===== src/rtl/ascon_perm_engine.sv =====
// Ascon v1.2 permutation engine: INIT / DATA / FINAL command sequencer, UNROLL rounds per clock.
// Optional tag comparison (tag_ref_i / tag_ok_o) is enabled by defining ASCON_TAG_CHECK_EN.
module ascon_perm_engine #(
    parameter int UNROLL          = 1,
    parameter bit DECRYPT_DEFAULT = 1'b0
) (
    input  logic         clk_i,
    input  logic         rst_i,
    input  logic         start_i,
    input  logic [1:0]   op_i,
    input  logic         decrypt_i,
    input  logic         dsep_i,
    input  logic [319:0] state_i,
    input  logic [127:0] key_i,
    input  logic [63:0]  data_i,
`ifdef ASCON_TAG_CHECK_EN
    input  logic [127:0] tag_ref_i,
    output logic         tag_ok_o,
`endif
    output logic         busy_o,
    output logic         done_o,
    output logic [63:0]  data_o,
    output logic [127:0] tag_o,
    output logic [319:0] state_o
);

    if (!(UNROLL == 1 || UNROLL == 2 || UNROLL == 3 || UNROLL == 6)) begin : g_bad_unroll
        $error("ascon_perm_engine: UNROLL must be 1, 2, 3 or 6");
    end

    typedef enum logic [1:0] {IDLE, RUN, DONE} fsm_e;
    typedef enum logic [1:0] {OP_INIT = 2'b00, OP_DATA = 2'b01, OP_FINAL = 2'b10, OP_RSVD = 2'b11} op_e;

    localparam logic [3:0] STEP = 4'(UNROLL);

    function automatic logic [63:0] ror64(input logic [63:0] x, input int unsigned n);
        return (x >> n) | (x << (64 - n));
    endfunction

    function automatic logic [319:0] ascon_round(input logic [319:0] s, input logic [3:0] r);
        logic [63:0] x0, x1, x2, x3, x4, t0, t1, t2, t3, t4;
        {x0, x1, x2, x3, x4} = s;
        x2 = x2 ^ {56'd0, ~r, r};
        x0 = x0 ^ x4;  x4 = x4 ^ x3;  x2 = x2 ^ x1;
        t0 = ~x0 & x1; t1 = ~x1 & x2; t2 = ~x2 & x3; t3 = ~x3 & x4; t4 = ~x4 & x0;
        x0 = x0 ^ t1;  x1 = x1 ^ t2;  x2 = x2 ^ t3;  x3 = x3 ^ t4;  x4 = x4 ^ t0;
        x1 = x1 ^ x0;  x0 = x0 ^ x4;  x3 = x3 ^ x2;  x2 = ~x2;
        x0 = x0 ^ ror64(x0, 19) ^ ror64(x0, 28);
        x1 = x1 ^ ror64(x1, 61) ^ ror64(x1, 39);
        x2 = x2 ^ ror64(x2, 1)  ^ ror64(x2, 6);
        x3 = x3 ^ ror64(x3, 10) ^ ror64(x3, 17);
        x4 = x4 ^ ror64(x4, 7)  ^ ror64(x4, 41);
        return {x0, x1, x2, x3, x4};
    endfunction

    fsm_e           r_fsm, w_fsm_nxt;
    op_e            r_op, w_op;
    logic           r_dsep, r_mode, w_mode, w_accept, w_last;
    logic [3:0]     r_rnd;
    logic [319:0]   r_s, w_perm, w_end, w_begin;
    logic [63:0]    r_data, w_dout;
    logic [127:0]   r_tag, w_tag;

    assign w_op     = op_e'(op_i);
    assign w_accept = start_i && (r_fsm != RUN) && (w_op != OP_RSVD);
    // Mode follows decrypt_i on the accept edge so the begin operation sees the new command's mode.
    assign w_mode   = w_accept ? decrypt_i : r_mode;
    assign w_last   = (r_rnd + STEP) == 4'd12;

    always_comb begin
        w_perm = r_s;
        for (int unsigned i = 0; i < UNROLL; i++) begin
            w_perm = ascon_round(w_perm, r_rnd + 4'(i));
        end
    end

    always_comb begin
        w_end = w_perm;
        w_tag = w_perm[127:0] ^ key_i;
        if (r_op != OP_DATA) w_end[127:0] = w_tag;
        if (r_dsep) w_end[0] = ~w_end[0];
    end

    always_comb begin
        w_begin = r_s;
        w_dout  = r_data;
        if (w_op == OP_DATA || w_op == OP_FINAL) begin
            if (w_mode) begin
                w_dout            = r_s[319:256] ^ data_i;
                w_begin[319:256]  = data_i;
            end else begin
                w_begin[319:256]  = r_s[319:256] ^ data_i;
                w_dout            = w_begin[319:256];
            end
        end
        if (w_op == OP_FINAL) w_begin[255:128] = r_s[255:128] ^ key_i;
        if (w_op == OP_INIT)  w_begin = state_i;
    end

    always_ff @(posedge clk_i) begin
        if (rst_i) r_fsm <= IDLE;
        else       r_fsm <= w_fsm_nxt;
    end

    always_comb begin
        w_fsm_nxt = r_fsm;
        case (r_fsm)
            IDLE, DONE: w_fsm_nxt = w_accept ? RUN : IDLE;
            RUN:        if (w_last) w_fsm_nxt = DONE;
            default:    w_fsm_nxt = IDLE;
        endcase
    end

    always_ff @(posedge clk_i) begin
        if (rst_i) begin
            r_op   <= OP_INIT;
            r_dsep <= 1'b0;
            r_mode <= DECRYPT_DEFAULT;
            r_rnd  <= '0;
            r_s    <= '0;
            r_data <= '0;
            r_tag  <= '0;
        end else begin
            r_mode <= w_mode;
            if (w_accept) begin
                r_op   <= w_op;
                r_dsep <= dsep_i;
                r_s    <= w_begin;
                r_rnd  <= (w_op == OP_DATA) ? 4'd6 : 4'd0;
                r_data <= w_dout;
            end else if (r_fsm == RUN) begin
                r_rnd <= r_rnd + STEP;
                if (w_last) begin
                    r_s <= w_end;
                    if (r_op == OP_FINAL) r_tag <= w_tag;
                end else begin
                    r_s <= w_perm;
                end
            end
        end
    end

`ifdef ASCON_TAG_CHECK_EN
    logic r_tag_ok;
    always_ff @(posedge clk_i) begin
        if (rst_i) r_tag_ok <= 1'b0;
        else if (r_fsm == RUN && w_last && r_op == OP_FINAL)
            r_tag_ok <= r_mode && (w_tag == tag_ref_i);
    end
    assign tag_ok_o = r_tag_ok;
`endif

    assign busy_o  = (r_fsm == RUN);
    assign done_o  = (r_fsm == DONE);
    assign data_o  = r_data;
    assign tag_o   = r_tag;
    assign state_o = r_s;

endmodule


===== config.mk =====
export PLATFORM = sky130hd
export DESIGN_NAME = ascon_perm_engine
export DESIGN_NICKNAME = d
export VERILOG_FILES = /design/src/rtl/ascon_perm_engine.sv
export SDC_FILE = /design/constraint.sdc
export NUM_CORES = 2
export LEC_CHECK = 0
export CORE_AREA = 4 4 398 400
export CTS_BUF_LIST = sky130_fd_sc_hd__clkbuf_2
export CTS_CLUSTER_SIZE = 14
export DETAILED_ROUTE_END_ITERATION = 7
export DIE_AREA = 0 0 402 404
export HOLD_SLACK_MARGIN = 0.1
export SLEW_MARGIN = 20
export SYNTH_ARGS = -nofsm -noshare
export SYNTH_HDL_FRONTEND = slang
export SYNTH_SLANG_ARGS = --single-unit

===== constraint.sdc =====
create_clock -name clk_i -period 2.8 [get_ports clk_i]
set_input_delay 0.84 -clock clk_i [delete_from_list [all_inputs] [get_ports clk_i]]
set_output_delay 0.84 -clock clk_i [all_outputs]
set_load 0.005 [all_outputs]

==> summary.md <==
| Metric | Value |
|---|---|
| Setup slack after layout | `-512 ps` |
| Post-Synthesis Cell Area | `45900 um^2` |
| I/O Pins | `1033` |
| Layout Cells excl Fill | `10218` |
| Die W | `402 um` |
| Tot GR Track Use | `39.0%` |
| Clock buffer depth | `3` |
| First-pass GRT wire length | `441000 um` |
| Crit path capture type | `primary output` |
| Worst Path Max Fanout | `2` |
| Initial Utilization | `29.6%` |
| Layout Nets | `8671` |
| WP data required | `1960 ps` |
| P&R area growth vs syn | `69.8%` |
| Top cell type's share of synthesized area | `22.7%` |
| Vias/cell | `5.36` |
| Unrepaired setup endpoints after global routing | `yes` |
| Area contributors post-synth | `dfxtp_1, xnor2_1, xnor3_1, nand2_1, xor2_1` |
| DR vias | `54722` |
| Fmax | `302 MHz` |
| Failing checks | `negative setup slack` |
| Final min period | `3310 ps` |
| Status | `finished with violations` |
| DR iter-0 viols | `5721` |
| Clock Latency Late Sink | `1830 ps` |
| Core area | `155000 um^2` |
| Yosys warnings | `0` |
| Fraction of registers with async set or reset after synthesis | `0%` |
| WL per Instance | `32.5 um` |
| Die Ht | `404 um` |
| Period utilization | `118%` |
| CTS Buf Count | `171` |
| Setup_tns | `-145460 ps` |
| Clock Skew | `121 ps` |
| Register-to-register setup slack | `-30 ps` |
| Drt pass-1 iters | `7` |
| Final setup violation count | `518` |
| FF-to-FF End | `state_o[265]$_SDFFE_PP0P_` |
| Hold path depth | `5` |
| Worst hold path class | `primary input to register` |
| R2R depth | `10` |
| CTS H-Tree Depth | `4` |
| Die ar. | `162000 um^2` |
| WHS Endpoint | `state_o[242]$_SDFFE_PP0P_` |
| CP arrival | `2470 ps` |
| Residual DRC | `0` |
| Cells after Synth | `5262` |
| Slew Limit Fails | `0` |
| Reg-to-Reg Start | `state_o[37]$_SDFFE_PP0P_` |
| Post-layout util | `50.2%` |
| Top FF cell, synth | `dfxtp_1` |
| Syn nets | `5914` |
| FP Rows | `145` |
| CTS root buffer | `clkbuf_2` |
| Remaining antenna violation count | `0` |
| Max-cap viol count | `0` |
| Tightest Pin Transition | `1350 ps` |
| Most common cell in the synthesized netlist | `xnor2_1` |
| IO buf count | `1032` |
| Most frequent cells after synthesis | `xnor2_1, nand2_1, dfxtp_1` |
| Final Hold Vio Count | `0` |
| Pin count of the biggest net entering global routing | `135` |
| Unique masters post-synth | `53` |
| Vias in the first global route | `53479` |
| Clock Pin Slew Worst Setup and Hold Paths | `90 ps` |
| Yosys top cell by area | `dfxtp_1` |
| Total clock sinks | `521` |
| Synthesized flop and latch total | `521` |
| Share of layout cells above drive strength 1 | `34.1%` |
| Type of element launching the critical path | `register` |
| Placed cell count | `8908` |
| Total grt overflow | `0` |
| Syn avg cell area | `8.73 um^2` |
| TritonCTS clock tree | `built` |
| Detailed-placement wirelength estimate | `260000 um` |
| Hold path start | `key_i[114]` |
| Slew Limit Headroom | `9.90%` |
| Setup CP Type | `register to primary output` |
| Initial antenna violation count | `44` |
| EDFF count, synth | `0` |
| WL final | `333000 um` |
| Final GP Congestion | `1.02` |
| Sequential area share after synthesis | `22.7%` |
## worst max path at each step
stage / from / cells past startpoint / endpoint / slack, ps
after floorplan: op_i[0] / 8 / state_o[198]$_SDFFE_PP0P_ / 280
after global placement: op_i[0] / 11 / state_o[204]$_SDFFE_PP0P_ / -590
after detailed placement: op_i[0] / 11 / state_o[204]$_SDFFE_PP0P_ / -570
after CTS: r_fsm[1]$_SDFFE_PP0P_ / 3 / busy_o / -650
after global routing: r_fsm[1]$_SDFFE_PP0P_ / 3 / busy_o / -610
final: r_fsm[1]$_SDFFE_PP0P_ / 3 / busy_o / -510
## metal layers
layer	vias up	GRT usage, %	part of all wire, %
met2	3413	62.0	44
met3	951	9.04	9.0
met1	26861	47.5	38
li1	23467	-	-
met4	30	25.5	8.3
met5	-	0	0.064
## logic make-up after synthesis
kind of cell | after synthesis | share of synthesized area [%]
buffers and inverters | 472 | 3.91
flip-flops | 521 | 22.7
adder cells (fa/ha/maj) | 134 | 3.65
XOR/XNOR | 1522 | 40.1
AND/OR/NAND/NOR | 1396 | 12.6
AO/OA/AOI/OAI | 1150 | 15.5
multiplexers | 67 | 1.51
## what timing repair did
item	4_1_cts	5_1_grt
hold endpoints to repair	521	1
setup buffers	456	61
hold buffers	626	1
pin swaps	0	7
gates resized for setup	3426	142
gates cloned	0	4
setup endpoints to repair	521	560
## layout by cell type, fill, tap and decap left out, types with 18 or more instances in the layout
master / count
xor3_1: 43
a211oi_2: 34
dlygate4sd3_1: 627
mux2i_1: 49
xnor3_1: 235
clkdlybuf4s50_1: 515
diode_2: 31
xnor2_1: 809
dfxtp_2: 239
o22ai_1: 142
and3_1: 67
inv_1: 171
buf_6: 486
xor2_1: 264
a211oi_1: 110
ha_1: 130
nor2_1: 315
mux2_2: 18
xor2_2: 50
nor2b_1: 64
xnor2_2: 98
dfxtp_4: 277
a31oi_1: 66
buf_12: 73
o221ai_1: 34
o211ai_1: 131
clkinv_1: 28
clkbuf_2: 235
buf_2: 47
nor3_1: 102
a21oi_1: 391
nand2_1: 801
buf_4: 1122
o21ai_0: 196
o21a_1: 25
## cell type report
| cell class | count | area [um^2] |
|---|---|---|
| fillers | 14782 | 77300 |
| multi-input cells | 4269 | 34100 |
| repair buffers | 2882 | 27300 |
| flip-flops and latches | 521 | 11800 |
| well taps | 2058 | 2570 |
| clock buffers | 235 | 1180 |
| inverters | 174 | 666 |
| clock inverters | 48 | 300 |
| diodes | 31 | 77.6 |
## flip-flops by register name, indices dropped and copies added (netlist names)
register	cells
state_o	320
tag_o	128
data_o	64
r_rnd	4
r_fsm	2
r_op	2
r_dsep	1
## metrics by stage
stage / setup WS (ps) / hold slack (ps) / cell area, um^2
floorplan: 284 / 436 / 45900
global placement: -585 / 440 / 65100
detailed placement: -569 / 446 / 65200
CTS: -651 / 101 / 77400
global route: -614 / 137 / 77900
finish: -512 / 221 / 78000
## critical path: stages (launching register included)
cell and delay (ps):
dfxtp_2 340, nand2b_4 170, clkinv_8 110, buf_6 130
Power is left out: the tool's default activity adds up to more than one toggle a clock period on the data nets, which glitch-free logic cannot reach.
